==> src/rtl/lock_chamber_ctrl_pkg.sv <==
// lock_pkg: shared lock-chamber state encoding, default levels and gate tolerance.
package lock_pkg;
  typedef enum logic [1:0] {LOW, FILL, HIGH, DRAIN} lock_state_t;
  localparam int LEVEL_W_DEF    = 8;
  localparam int LOW_LEVEL_DEF  = 40;
  localparam int HIGH_LEVEL_DEF = 80;
  localparam int STEP_DEF       = 5;
  localparam int TICK_DEF       = 50_000_000;
  localparam int GATE_TOL       = 3;
endpackage

==> src/rtl/lock_chamber_ctrl_if.sv <==
// lock_chamber_ctrl_if: request/interlock inputs and level/status outputs of the chamber controller.
interface lock_chamber_ctrl_if
  import lock_pkg::*;
#(
  parameter int LEVEL_W = LEVEL_W_DEF
);
  logic               raise_req;
  logic               lower_req;
  logic               gates_closed;
  logic [LEVEL_W-1:0] level;
  logic               at_low;
  logic               at_high;
  logic               filling;
  logic               draining;
  modport master (
    output raise_req, lower_req, gates_closed,
    input  level, at_low, at_high, filling, draining
  );
  modport slave (
    input  raise_req, lower_req, gates_closed,
    output level, at_low, at_high, filling, draining
  );
endinterface

==> src/rtl/lock_tick_div.sv <==
// lock_tick_div: counts enabled cycles and emits a one-cycle tick every TICK_CYCLES of them.
module lock_tick_div #(
  parameter int TICK_CYCLES = 50_000_000
) (
  input  logic clk,
  input  logic reset,
  input  logic enable,
  input  logic clear,
  output logic tick
);
  localparam int CW = (TICK_CYCLES > 1) ? $clog2(TICK_CYCLES) : 1;
  localparam logic [CW-1:0] LAST = CW'(TICK_CYCLES - 1);
  logic [CW-1:0] cnt_q, cnt_d;
  always_comb begin
    tick  = enable && (cnt_q == LAST);
    cnt_d = clear ? '0 : !enable ? cnt_q : tick ? '0 : cnt_q + 1'b1;
  end
  always_ff @(posedge clk) cnt_q <= reset ? '0 : cnt_d;
endmodule

==> src/rtl/lock_chamber_ctrl.sv <==
// lock_chamber_ctrl: steps chamber level between low and high pool while both gates are closed.
// Define LOCK_REVERSE_EN to let an opposite request reverse a fill or drain in progress.
module lock_chamber_ctrl
  import lock_pkg::*;
#(
  parameter int LEVEL_W     = LEVEL_W_DEF,
  parameter int LOW_LEVEL   = LOW_LEVEL_DEF,
  parameter int HIGH_LEVEL  = HIGH_LEVEL_DEF,
  parameter int STEP        = STEP_DEF,
  parameter int TICK_CYCLES = TICK_DEF
) (
  input logic                 clk,
  input logic                 reset,
  lock_chamber_ctrl_if.slave  bus
);
`ifdef LOCK_REVERSE_EN
  localparam bit REVERSE = 1'b1;
`else
  localparam bit REVERSE = 1'b0;
`endif
  localparam logic [LEVEL_W-1:0] LO   = LEVEL_W'(LOW_LEVEL);
  localparam logic [LEVEL_W-1:0] HI   = LEVEL_W'(HIGH_LEVEL);
  localparam logic [LEVEL_W:0]   HI_W = (LEVEL_W + 1)'(HIGH_LEVEL);
  localparam logic [LEVEL_W:0]   FLOOR_W = (LEVEL_W + 1)'(LOW_LEVEL + STEP);
  localparam logic [LEVEL_W:0]   STEP_W  = (LEVEL_W + 1)'(STEP);
  lock_state_t        state_q, state_d;
  logic [LEVEL_W-1:0] level_q, level_d;
  logic [LEVEL_W:0]   sum_w;
  logic               clear, enable, tick;
  lock_tick_div #(.TICK_CYCLES(TICK_CYCLES)) u_tick (
    .clk    (clk),
    .reset  (reset),
    .enable (enable),
    .clear  (clear),
    .tick   (tick)
  );
  always_comb begin
    state_d = state_q;
    level_d = level_q;
    clear   = 1'b0;
    enable  = ((state_q == FILL) || (state_q == DRAIN)) && bus.gates_closed;
    sum_w   = {1'b0, level_q} + STEP_W;
    case (state_q)
      LOW: if (bus.raise_req) begin
        state_d = FILL;
        clear   = 1'b1;
      end
      HIGH: if (bus.lower_req) begin
        state_d = DRAIN;
        clear   = 1'b1;
      end
      FILL: if (REVERSE && bus.lower_req && !bus.raise_req) begin
        state_d = DRAIN;
        clear   = 1'b1;
      end else if (tick) begin
        state_d = (sum_w >= HI_W) ? HIGH : FILL;
        level_d = (sum_w >= HI_W) ? HI : sum_w[LEVEL_W-1:0];
      end
      default: if (REVERSE && bus.raise_req && !bus.lower_req) begin
        state_d = FILL;
        clear   = 1'b1;
      end else if (tick) begin
        state_d = ({1'b0, level_q} <= FLOOR_W) ? LOW : DRAIN;
        level_d = ({1'b0, level_q} <= FLOOR_W) ? LO : level_q - STEP_W[LEVEL_W-1:0];
      end
    endcase
  end
  always_ff @(posedge clk) begin
    state_q <= reset ? LOW : state_d;
    level_q <= reset ? LO : level_d;
  end
  assign bus.level    = level_q;
  assign bus.at_low   = state_q == LOW;
  assign bus.at_high  = state_q == HIGH;
  assign bus.filling  = state_q == FILL;
  assign bus.draining = state_q == DRAIN;
endmodule

==> src/flat_wrapper.sv <==
// flat-port wrapper written by rule: the top's interface ports become plain ports
module lock_chamber_ctrl_flat import lock_pkg::*;
#(
  parameter int LEVEL_W     = LEVEL_W_DEF,
  parameter int LOW_LEVEL   = LOW_LEVEL_DEF,
  parameter int HIGH_LEVEL  = HIGH_LEVEL_DEF,
  parameter int STEP        = STEP_DEF,
  parameter int TICK_CYCLES = TICK_DEF
)
  (clk, reset, bus_raise_req, bus_lower_req, bus_gates_closed, bus_level, bus_at_low, bus_at_high, bus_filling, bus_draining);
  lock_chamber_ctrl_if #(.LEVEL_W(LEVEL_W)) bus_i ();
  input logic clk;
  input logic reset;
  input wire logic [$bits(bus_i.raise_req)-1:0] bus_raise_req;
  input wire logic [$bits(bus_i.lower_req)-1:0] bus_lower_req;
  input wire logic [$bits(bus_i.gates_closed)-1:0] bus_gates_closed;
  output wire logic [$bits(bus_i.level)-1:0] bus_level;
  output wire logic [$bits(bus_i.at_low)-1:0] bus_at_low;
  output wire logic [$bits(bus_i.at_high)-1:0] bus_at_high;
  output wire logic [$bits(bus_i.filling)-1:0] bus_filling;
  output wire logic [$bits(bus_i.draining)-1:0] bus_draining;
  assign bus_i.raise_req = bus_raise_req;
  assign bus_i.lower_req = bus_lower_req;
  assign bus_i.gates_closed = bus_gates_closed;
  assign bus_level = bus_i.level;
  assign bus_at_low = bus_i.at_low;
  assign bus_at_high = bus_i.at_high;
  assign bus_filling = bus_i.filling;
  assign bus_draining = bus_i.draining;
  lock_chamber_ctrl #(.LEVEL_W(LEVEL_W), .LOW_LEVEL(LOW_LEVEL), .HIGH_LEVEL(HIGH_LEVEL), .STEP(STEP), .TICK_CYCLES(TICK_CYCLES)) u_core (.clk(clk), .reset(reset), .bus(bus_i));
endmodule
==> config.mk <==
export PLATFORM = sky130hd
export DESIGN_NAME = lock_chamber_ctrl_flat
export DESIGN_NICKNAME = d
export VERILOG_FILES = /design/src/rtl/lock_chamber_ctrl_pkg.sv /design/src/rtl/lock_chamber_ctrl_if.sv /design/src/rtl/lock_tick_div.sv /design/src/rtl/lock_chamber_ctrl.sv /design/src/flat_wrapper.sv
export SDC_FILE = /design/constraint.sdc
export NUM_CORES = 1
export LEC_CHECK = 0
export ABC_AREA = 1
export ABC_CLOCK_PERIOD_IN_PS = 1600
export BUFFER_PORTS_ARGS = -buffer_cell sky130_fd_sc_hd__buf_2
export CORE_MARGIN = 5
export CORE_UTILIZATION = 46
export CTS_BUF_LIST = sky130_fd_sc_hd__clkbuf_2
export DETAILED_ROUTE_END_ITERATION = 10
export PLACE_DENSITY = 0.62
export SLEW_MARGIN = 40
export SYNTH_ARGS = -nofsm -noshare
export SYNTH_HDL_FRONTEND = slang
export SYNTH_SLANG_ARGS = --single-unit
==> constraint.sdc <==
create_clock -name clk -period 1.6 [get_ports clk]
set_clock_uncertainty 0.15 [all_clocks]
set_input_delay 0.16 -clock clk [delete_from_list [all_inputs] [get_ports clk]]
set_output_delay 0.16 -clock clk [all_outputs]
set_load 0.01 [all_outputs]
After elaboration in Yosys (flattened, before gate mapping):

Cells that the tools add are included.

* flip-flop bits (word level): 36
* output and inout port bits: 12
* logic and storage cells: 41

* add/sub/neg operators: 3
* $lt $le $gt $ge: 2
* eq/ne operators: 7
* mux-type cells: 16
* bitwise logic cells: 1
* reductions and logical operators: 9

Operators with widths (number)
* 2-to-1 mux 8 bit: 4
* adder 26 x 1 -> 26 bit (second input constant): 1
* equality test 26 bit (second input constant): 1
* 2-to-1 mux 26 bit: 1
* one-hot mux 8 bit (2 select lines): 1
* 2-to-1 mux 2 bit: 6
* adder 8 x 3 -> 9 bit (second input constant): 1
* greater-or-equal comparator 9 x 7 -> 1 bit (second input constant): 1
* <= comparator 8 x 6 -> 1 bit (second input constant): 1
* subtractor 8 x 3 -> 8 bit (second input constant): 1
* one-hot mux 2 bit (3 select lines): 1
* equality test 2 bit (second input constant): 2
* != test 2 bit (second input constant): 2
* AND reduction 4 bit: 1
* OR reduction 2 bit: 2
* nonzero test 3 bit: 1
* equality test 2 x 1 -> 1 bit (second input constant): 1
* logical AND 1 bit: 2
* zero test 2 bit: 1
* 2-to-1 mux 1 bit: 2
* != test 2 x 1 -> 1 bit (second input constant): 1
* one-hot mux 1 bit (2 select lines): 1
* AND reduction 2 bit: 1
* logical OR 1 bit: 1
* inverter 1 bit: 1

Depth between registers and ports, before layout:

Gate-level depths: netlist of the first run.

* depth after elaboration: 6
* mapped depth: 13

Modules after synthesis:

Synthesis of the first run repeated with hierarchy kept, for this count alone.

* cell total of the unflattened synthesis: 398
* area, all modules: 2573.7 µm²

Modules (own cells, without submodules)
* lock_tick_div: instances 1, cells each 242, area an instance 1631.6 µm², seq. area each 520.5 µm²
* lock_chamber_ctrl: instances 1, cells each 156, area an instance 942.2 µm², seq. area each 200.2 µm²

Least setup slack after synthesis of the first run:

Ideal clock, no wire load.

* path type: register to register
* from: reg u_core.level_q[0] (netlist: u_core.bus.level[0])
* to: reg u_core.state_q[1]
* arrival time: 1454 ps
* path slack: -119 ps
* cell stages (with the launch flop): 13
* period minus slack after synthesis: 1719 ps
* cell sequence: dfxtp_1 -> ha_1 -> nor2_1 -> nor2_1 -> nand3_1 -> nand2_1 -> inv_1 -> nand2_1 -> nand2_1 -> nand2_1 -> nand3_1 -> nor2_1 -> nor2_1

* word-level cells in the longest chain between the ends: 5

RTL lines
* start, declared: line lock_chamber_ctrl.sv:27 `logic [LEVEL_W-1:0] level_q, level_d;`
* start signal, assigned: line lock_chamber_ctrl.sv:70 `level_q <= reset ? LO : level_d;`
* adder 8 x 3 -> 9 bit: line lock_chamber_ctrl.sv:42 `sum_w = {1'b0, level_q} + STEP_W;`
* greater-or-equal comparator 9 x 7 -> 1 bit: line lock_chamber_ctrl.sv:56 `state_d = (sum_w >= HI_W) ? HIGH : FILL;`
* 2-to-1 mux 2 bit: line lock_chamber_ctrl.sv:56
* 2-to-1 mux 2 bit: line lock_chamber_ctrl.sv:55 `end else if (tick) begin`
* one-hot mux 2 bit (3 select lines) *: line lock_chamber_ctrl.sv:43 `case (state_q)`
* end signal, assigned: line lock_chamber_ctrl.sv:69 `state_q <= reset ? LOW : state_d;`
* end, declared: line lock_chamber_ctrl.sv:26 `lock_state_t state_q, state_d;`

Every way passes the cells marked *; elsewhere a longest branch is shown, timed or not. The select of a mux whose other input is x is not followed.
A chain may end at the register's enable or synchronous reset.

Final worst setup path of the first run:

Same ends and word-level chain as after synthesis.

==> results of run 1 <==
## power by group
part,switching (W),total (W),internal [W]
clock network,0.000306,0.000410,0.000104
registers,0.0000169,0.000918,0.000901
logic,0.000243,0.000449,0.000206
total,0.000566,0.00178,0.00121
## layout by cell type (no fill, tap or decap), drive strengths merged
cell type	n
nor2	45
o31ai	1
buf	133
a21oi	27
nand3b	1
o21a	3
ha	4
nand3	23
nand2	89
o2111ai	1
dlygate4sd3	1
nand4	12
inv	58
nor3	16
and3	1
dfxtp	36
xor2	9
xnor2	1
a2bb2oi	1
clkinv	1
o211ai	1
nor3b	1
o21ai	20
clkbuf	6
## metal layers
metal / wire [um] / part of all wire / vias up
li1: - / - / 1418
met4: 210 / 0.025 / 0
met2: 4360 / 0.53 / 94
met1: 3320 / 0.40 / 1328
met3: 369 / 0.045 / 21
met5: 0 / 0 / -
## logic make-up (layout without fill, tap and decap cells)
kind of cell	count (synthesis)	in the layout	share of synthesized area
and+or+nand+nor	188	188	0.392
DFF	36	36	0.299
adders and majority gates	4	4	0.0208
AOI/OAI and AO/OA	54	54	0.139
xor gates and xnor gates	10	10	0.0364
buffers and inverters	64	199	0.112
## synthesized netlist by cell type (all sizes together)
cell type  count  area (um^2)
a21oi         27          165
a2bb2oi        1         8.76
and3           1         6.26
buf            6         48.8
clkinv         1         5.00
dfxtp         36          721
ha             4         50.1
inv           57          216
nand2         89          374
nand3         23          125
nand3b         1         7.51
nand4         12         93.8
nor2          45          218
nor3          16          101
nor3b          1         18.8
o2111ai        1         8.76
o211ai         1         7.51
o21a           3         22.5
o21ai         20          115
o31ai          1         7.51
xnor2          1         8.76
xor2           9         78.8
## tightest hold or removal path: stages
cell     delay [ns]
buf_2          0.08
nand2_2        0.05
buf_4          0.15
nand3_1        0.08
nand2_1        0.05
## through the flow
stage / cells / util / TNS [ns]
floorplan: 356 / - / -0.0246
global placement: 530 / 0.647 / -2.79
detailed placement: 530 / 0.647 / -4.06
CTS: 553 / 0.725 / -2.28
global route: 561 / 0.784 / -6.54
finish: 561 / 0.784 / -3.54
## registers in the layout, summed over array words and instances (netlist names)
register	flops
u_core.bus.level	8
u_core.state_q	2
u_core.u_tick.cnt_q	26
## worst max-delay path by stage
stage / start / to / slack, ns / cells past startpoint
2_1_floorplan: u_core.u_tick.cnt_q[1]$_SDFFE_PP0P_ / u_core.u_tick.cnt_q[18]$_SDFFE_PP0P_ / -0.02 / 7
3_3_place_gp: u_core.u_tick.cnt_q[1]$_SDFFE_PP0P_ / u_core.u_tick.cnt_q[17]$_SDFFE_PP0P_ / -0.16 / 10
3_5_place_dp: u_core.u_tick.cnt_q[1]$_SDFFE_PP0P_ / u_core.u_tick.cnt_q[14]$_SDFFE_PP0P_ / -0.20 / 8
4_1_cts: u_core.u_tick.cnt_q[0]$_SDFFE_PP0P_ / u_core.u_tick.cnt_q[14]$_SDFFE_PP0P_ / -0.12 / 11
5_1_grt: u_core.bus.level[0]$_SDFFE_PP0P_ / u_core.state_q[1]$_SDFFE_PP0P_ / -0.31 / 13
6_report: u_core.bus.level[0]$_SDFFE_PP0P_ / u_core.state_q[1]$_SDFFE_PP0P_ / -0.21 / 13
## what timing repair did
item / CTS / global route
hold buffers: 1 / 0
setup buffers: 16 / 11
pin swaps: 17 / 30
endpoints found under the setup margin: 35 / 35
gates resized for setup: 81 / 68
hold endpoints to repair: 4 / 0
## area by class of cell
class,instances,area [um^2],area share
Sequential cell,36,757,0.189
Inverter,58,248,0.0619
Multi-Input combinational cell,256,1830,0.456
Clock buffer,6,30.0,0.00750
Tap cell,70,87.6,0.0219
Timing Repair Buffer,134,1050,0.263
Clock inverter,1,5.00,0.00125
==> out/results.ini, run 1 <==
[drt]
dr.first_iter.drc_count=174
first_pass_iters=5
ant_nets=0
vias_per_cell=5.10
drc=0
num_vias=2861
drt-total-wl_um=8260
drt-wirelength-per-cell_um=14.7

[final_layout]
final_area_mm2=0.00401
nFillCells=345
num_antenna_cells=0
drive_gt1_frac=0.582
fin_nets=500
syn_to_final_growth_pct=66.3

[clock_tree]
clkLatencyLatePin_ns=0.39
h-tree-depth=2
ctsLongestPathBuffers=2
root_buffer=clkbuf_2
clock-sinks=36
cts_buffers=5
clkTransAtPathRegs_ns=0.19
tritoncts=yes

[worst_setup_path]
arrival_ns=1.96
critPathTopFamily=simple AND/OR/NAND/NOR gates
crit_path_start_kind=flip-flop
rrSetupSlack_ns=-0.21
r2r-end=u_core.state_q[1]$_SDFFE_PP0P_
critPathMaxFanout=5
critPathKind=flip-flop to flip-flop
path_buf_inv=1
rr_worst_depth=13
cp_slowest_cell=dfxtp_4
r2r-start=u_core.bus.level[0]$_SDFFE_PP0P_
crit_chain=buf_4 > nand2_2 > nand2_2 > nand2_2 > nand2_1 > nand2_2 > nand2_2 > nand2_4 > nand2_2 > nand2_4 > nand3_2 > nor2_2 > nor2_1
cp_common_cell=nand2_2
cp-end-kind=flip-flop
cp.required_ns=1.75
cp_slowest_stage_delay_ns=0.41

[placement]
dp_hpwl_um=5220
port_buffers=16
place_worst_setup_slack_ns=-0.196
placed_area_mm2=0.00330
gp_congestion=0.932

[sta]
hold_slack_ns=0.0397
tightest_slew_ns=0.274
rsz0062_at_grt=yes
relSlewSlack=0.817
setup_viol=30
timing.final.crit_share=1.13
post-route-min-period_ns=1.81
fmax_mhz=552
setup_ws_ns=-0.211
maxSlewViolCount=0
hold_viol_final=0

[power]
power_leakage_nw=1.87
total_power_w=0.00178
power_density_mw_per_mm2=444
ir_worst_vdd_uv=343

[worst_hold_path]
worstHoldStart=bus_gates_closed
min_delay_path_depth=5
hold_path.class=primary input to flip-flop
worst_hold_path.endpoint=u_core.u_tick.cnt_q[1]$_SDFFE_PP0P_

[global_routing]
grt_max_degree=11
grt_pass1_vias=2750
overflow=0
grt-busiest-layer=met2
grtUsageMet2=0.426
use_met3=0.0390
grt_usage=0.229
gr-usage-met1=0.259
antenna_found_initial=0
grt_pass1_wl_um=12000

[die]
die-area_mm2=0.00678
ios=17
die_y_um=82.4
start_util=0.472
design.core.area_mm2=0.00511
rows=26
die-width_um=82.4

[synth]
synthesis.nets=365
avgSynthCellArea_um2=6.77
syn_area_mm2=0.00241
seq_area_frac_synth=0.299
yosysWarnings=0
synthDistinctLibCells=39
synth-seq-cells=36
syn_inst=356

[run_status]
status=complete, but fails checks
violations=setup timing

[job]
maxCapViolations=0

Power figures use the tool's default switching activity.
==> inputs of run 2 (changes only) <==
--- a/config.mk
+++ b/config.mk
@@ -5,14 +5,14 @@
 export SDC_FILE = /design/constraint.sdc
 export NUM_CORES = 1
 export LEC_CHECK = 0
-export ABC_AREA = 1
 export ABC_CLOCK_PERIOD_IN_PS = 1600
 export BUFFER_PORTS_ARGS = -buffer_cell sky130_fd_sc_hd__buf_2
 export CORE_MARGIN = 5
 export CORE_UTILIZATION = 46
 export CTS_BUF_LIST = sky130_fd_sc_hd__clkbuf_2
 export DETAILED_ROUTE_END_ITERATION = 10
-export PLACE_DENSITY = 0.62
+export PLACE_DENSITY = 0.67
+export SKIP_LAST_GASP = 1
 export SLEW_MARGIN = 40
 export SYNTH_ARGS = -nofsm -noshare
 export SYNTH_HDL_FRONTEND = slang
==> run 2 against run 1 <==
The run still ends with setup timing left. Synthesized cell count is 32% lower. Sequential share of layout area grew 6.7 points. Critical path depth down 7. Combinational power is 74% lower. Largest power group unchanged.
==> out/results.ini, run 2 <==
[run_status]
status=complete, but fails checks
violations=setup timing

[clock_tree]
cts_buffers=5
h-tree-depth=2
clkTransAtPathRegs_ns=0.18
tritoncts=yes
root_buffer=clkbuf_2
clock-sinks=36
clkLatencyLatePin_ns=0.39
ctsLongestPathBuffers=2

[power]
power_density_mw_per_mm2=500
power.share.clock=0.291
intPower_w=0.00106
ir_worst_vdd_uv=281
swShare=0.261
p_switching_w=0.000375
seqPwrFrac=0.628
comb_power_share=0.081
total_power_w=0.00143
power_leakage_nw=1.20

[global_routing]
overflow=0
grt_usage=0.204
grt_max_degree=12
antenna_found_initial=0
grt_pass1_wl_um=8850
grt_pass1_vias=1922

[synth]
yosysWarnings=0
seq_area_frac_synth=0.370
synth_top_area_share=0.370
synthDistinctLibCells=43
async_reset_ff_frac=0
synth_top_family_by_area=simple AND/OR/NAND/NOR gates
synth-xor-area-share=0.126
synth_edf_count=0
avgSynthCellArea_um2=8.09
syn_inst=241
synth_area_leaders=dfxtp_1, xor2_1, nor2_1
synthAdderAreaFrac=0.0257
syn_area_mm2=0.00195
synth_common_cells=dfxtp_1, nor2_1, xor2_1
synthMuxAreaShare=0.00513
yosysTopAreaCell=dfxtp_1
post-synth-top-count-cell=dfxtp_1
synth-main-ff-cell=dfxtp_1
synth-compound-area-share=0.141
synthesis.nets=250
synth-seq-cells=36
synthSimpleGateAreaFrac=0.289

[worst_setup_path]
path_buf_inv=1
cp-end-kind=flip-flop
critPathTopFamily=simple AND/OR/NAND/NOR gates
crit_chain=or4_4 > nor4_4 > and4b_1 > buf_6 > a21oi_2 > a311o_1
critPathKind=flip-flop to flip-flop
arrival_ns=2.28
cp.required_ns=1.74
critPathMaxFanout=6
cp_slowest_stage_delay_ns=0.53
rr_worst_depth=6
cp_slowest_cell=or4_4
critical_path_depth=6
rrSetupSlack_ns=-0.54
crit_path_start_kind=flip-flop

[placement]
gp_congestion=0.904
port_buffers=16
dp_hpwl_um=3850

[sta]
tightest_slew_ns=0.471
setup_viol=35
rsz0062_at_grt=yes
fin_tns_setup_ns=-16.97
maxSlewViolCount=0
setup_ws_ns=-0.544
hold_viol_final=0
timing.final.crit_share=1.34
post-route-min-period_ns=2.14
relSlewSlack=0.682
fmax_mhz=466

[die]
die-area_mm2=0.00564
start_util=0.480
rows=23
design.core.area_mm2=0.00406
die_y_um=75.1
ios=17
die-width_um=75.1

[drt]
dr.first_iter.drc_count=89
ant_nets=0
num_vias=2058
drt-wirelength-per-cell_um=14.2
vias_per_cell=5.43
drc=0
first_pass_iters=4
drt-total-wl_um=5400

[final_layout]
layout_common_cells=buf_4, dfxtp_1, nor2_2, xor2_1, nand2_1
syn_to_final_growth_pct=47.1
fin_nets=337
nFillCells=326
largest_register_ffs=26
regMostFlops=u_core.u_tick.cnt_q
final_common_cell=buf_4
drive_gt1_frac=0.447
num_antenna_cells=0

[worst_hold_path]
min_delay_path_depth=4
hold_path.class=primary input to flip-flop

[job]
maxCapViolations=0

run 2: cell types whose count changed after synthesis, moves of 6 or more:
cell / previous run / this run
nand2_2: 10 / 0
xor2_1: 9 / 18
o21ai_1: 6 / 0
and3_1: 1 / 7
nor2_2: 7 / 1
nand2_1: 77 / 17
xnor2_1: 1 / 10
inv_1: 52 / 7
a21oi_1: 19 / 12
a21oi_2: 8 / 0
run 2: layer usage:
layer | vias to the layer above | global-route usage | share of wire
met5 | - | 0 | 0
met4 | 0 | 0.0632 | 0.017
met3 | 12 | 0.0454 | 0.048
met2 | 62 | 0.330 | 0.48
met1 | 951 | 0.271 | 0.45
li1 | 1033 | - | -
run 2: timing repair:
item	4_1_cts	5_1_grt
resized for setup	18	33
setup endpoints to repair	36	36
setup buffers	3	3
hold endpoints to repair	6	0
cloned	1	0
hold buffers	1	0
pin swaps	7	7
run 2: per-stage QoR:
step           setup slack [ns]  hold slack (ns)   util  area (um^2)  std cells
2_1_floorplan            -0.392            0.309      -         2050        241
3_3_place_gp             -0.452            0.330  0.646         2620        364
3_5_place_dp             -0.474            0.335  0.646         2620        364
4_1_cts                  -0.475           0.0265  0.679         2760        377
5_1_grt                  -0.640           0.0389  0.707         2870        379
6_report                 -0.544           0.0406  0.707         2870        379
run 2: cell families (layout without fill, tap and decap cells):
family          Yosys count  in the layout
mux                       1              1
xor+xnor                 28             28
fa+ha+maj                 4              4
simple gates            112            112
compound gates           41             41
flops                    36             36
buf+inv                  19            107
run 2: area by class of cell:
class	count	area [um^2]	area share
multi-input cells	186	1310	0.458
flip-flops and latches	36	734	0.256
repair buffers	92	691	0.241
well taps	50	62.6	0.0218
clock buffers	6	30.0	0.0105
inverters	7	26.3	0.00916
clock inverters	2	11.3	0.00393
run 2: final timing paths:
path	from	end
setup / recovery	u_core.u_tick.cnt_q[11]$_SDFFE_PP0P_	u_core.bus.level[3]$_SDFFE_PP1P_
hold / removal	bus_raise_req	u_core.state_q[0]$_SDFFE_PP0P_
setup reg to reg	u_core.u_tick.cnt_q[11]$_SDFFE_PP0P_	u_core.bus.level[3]$_SDFFE_PP1P_
hold reg to reg	u_core.u_tick.cnt_q[23]$_SDFFE_PP0P_	u_core.u_tick.cnt_q[23]$_SDFFE_PP0P_
run 2: tightest hold or removal path, cell delays in order:
cell	delay [ns]
buf_2	0.08
mux2i_1	0.06
a21oi_1	0.15
o21a_1	0.12
run 2: power by group through the flow:
stage	clock network, W	logic, W	registers, W
floorplan	0	0.0000540	0.000919
global placement	0	0.0000875	0.000920
detailed placement	0	0.0000888	0.000920
CTS	0.000437	0.000105	0.000900
global route	0.000481	0.000125	0.000902
finish	0.000417	0.000116	0.000900
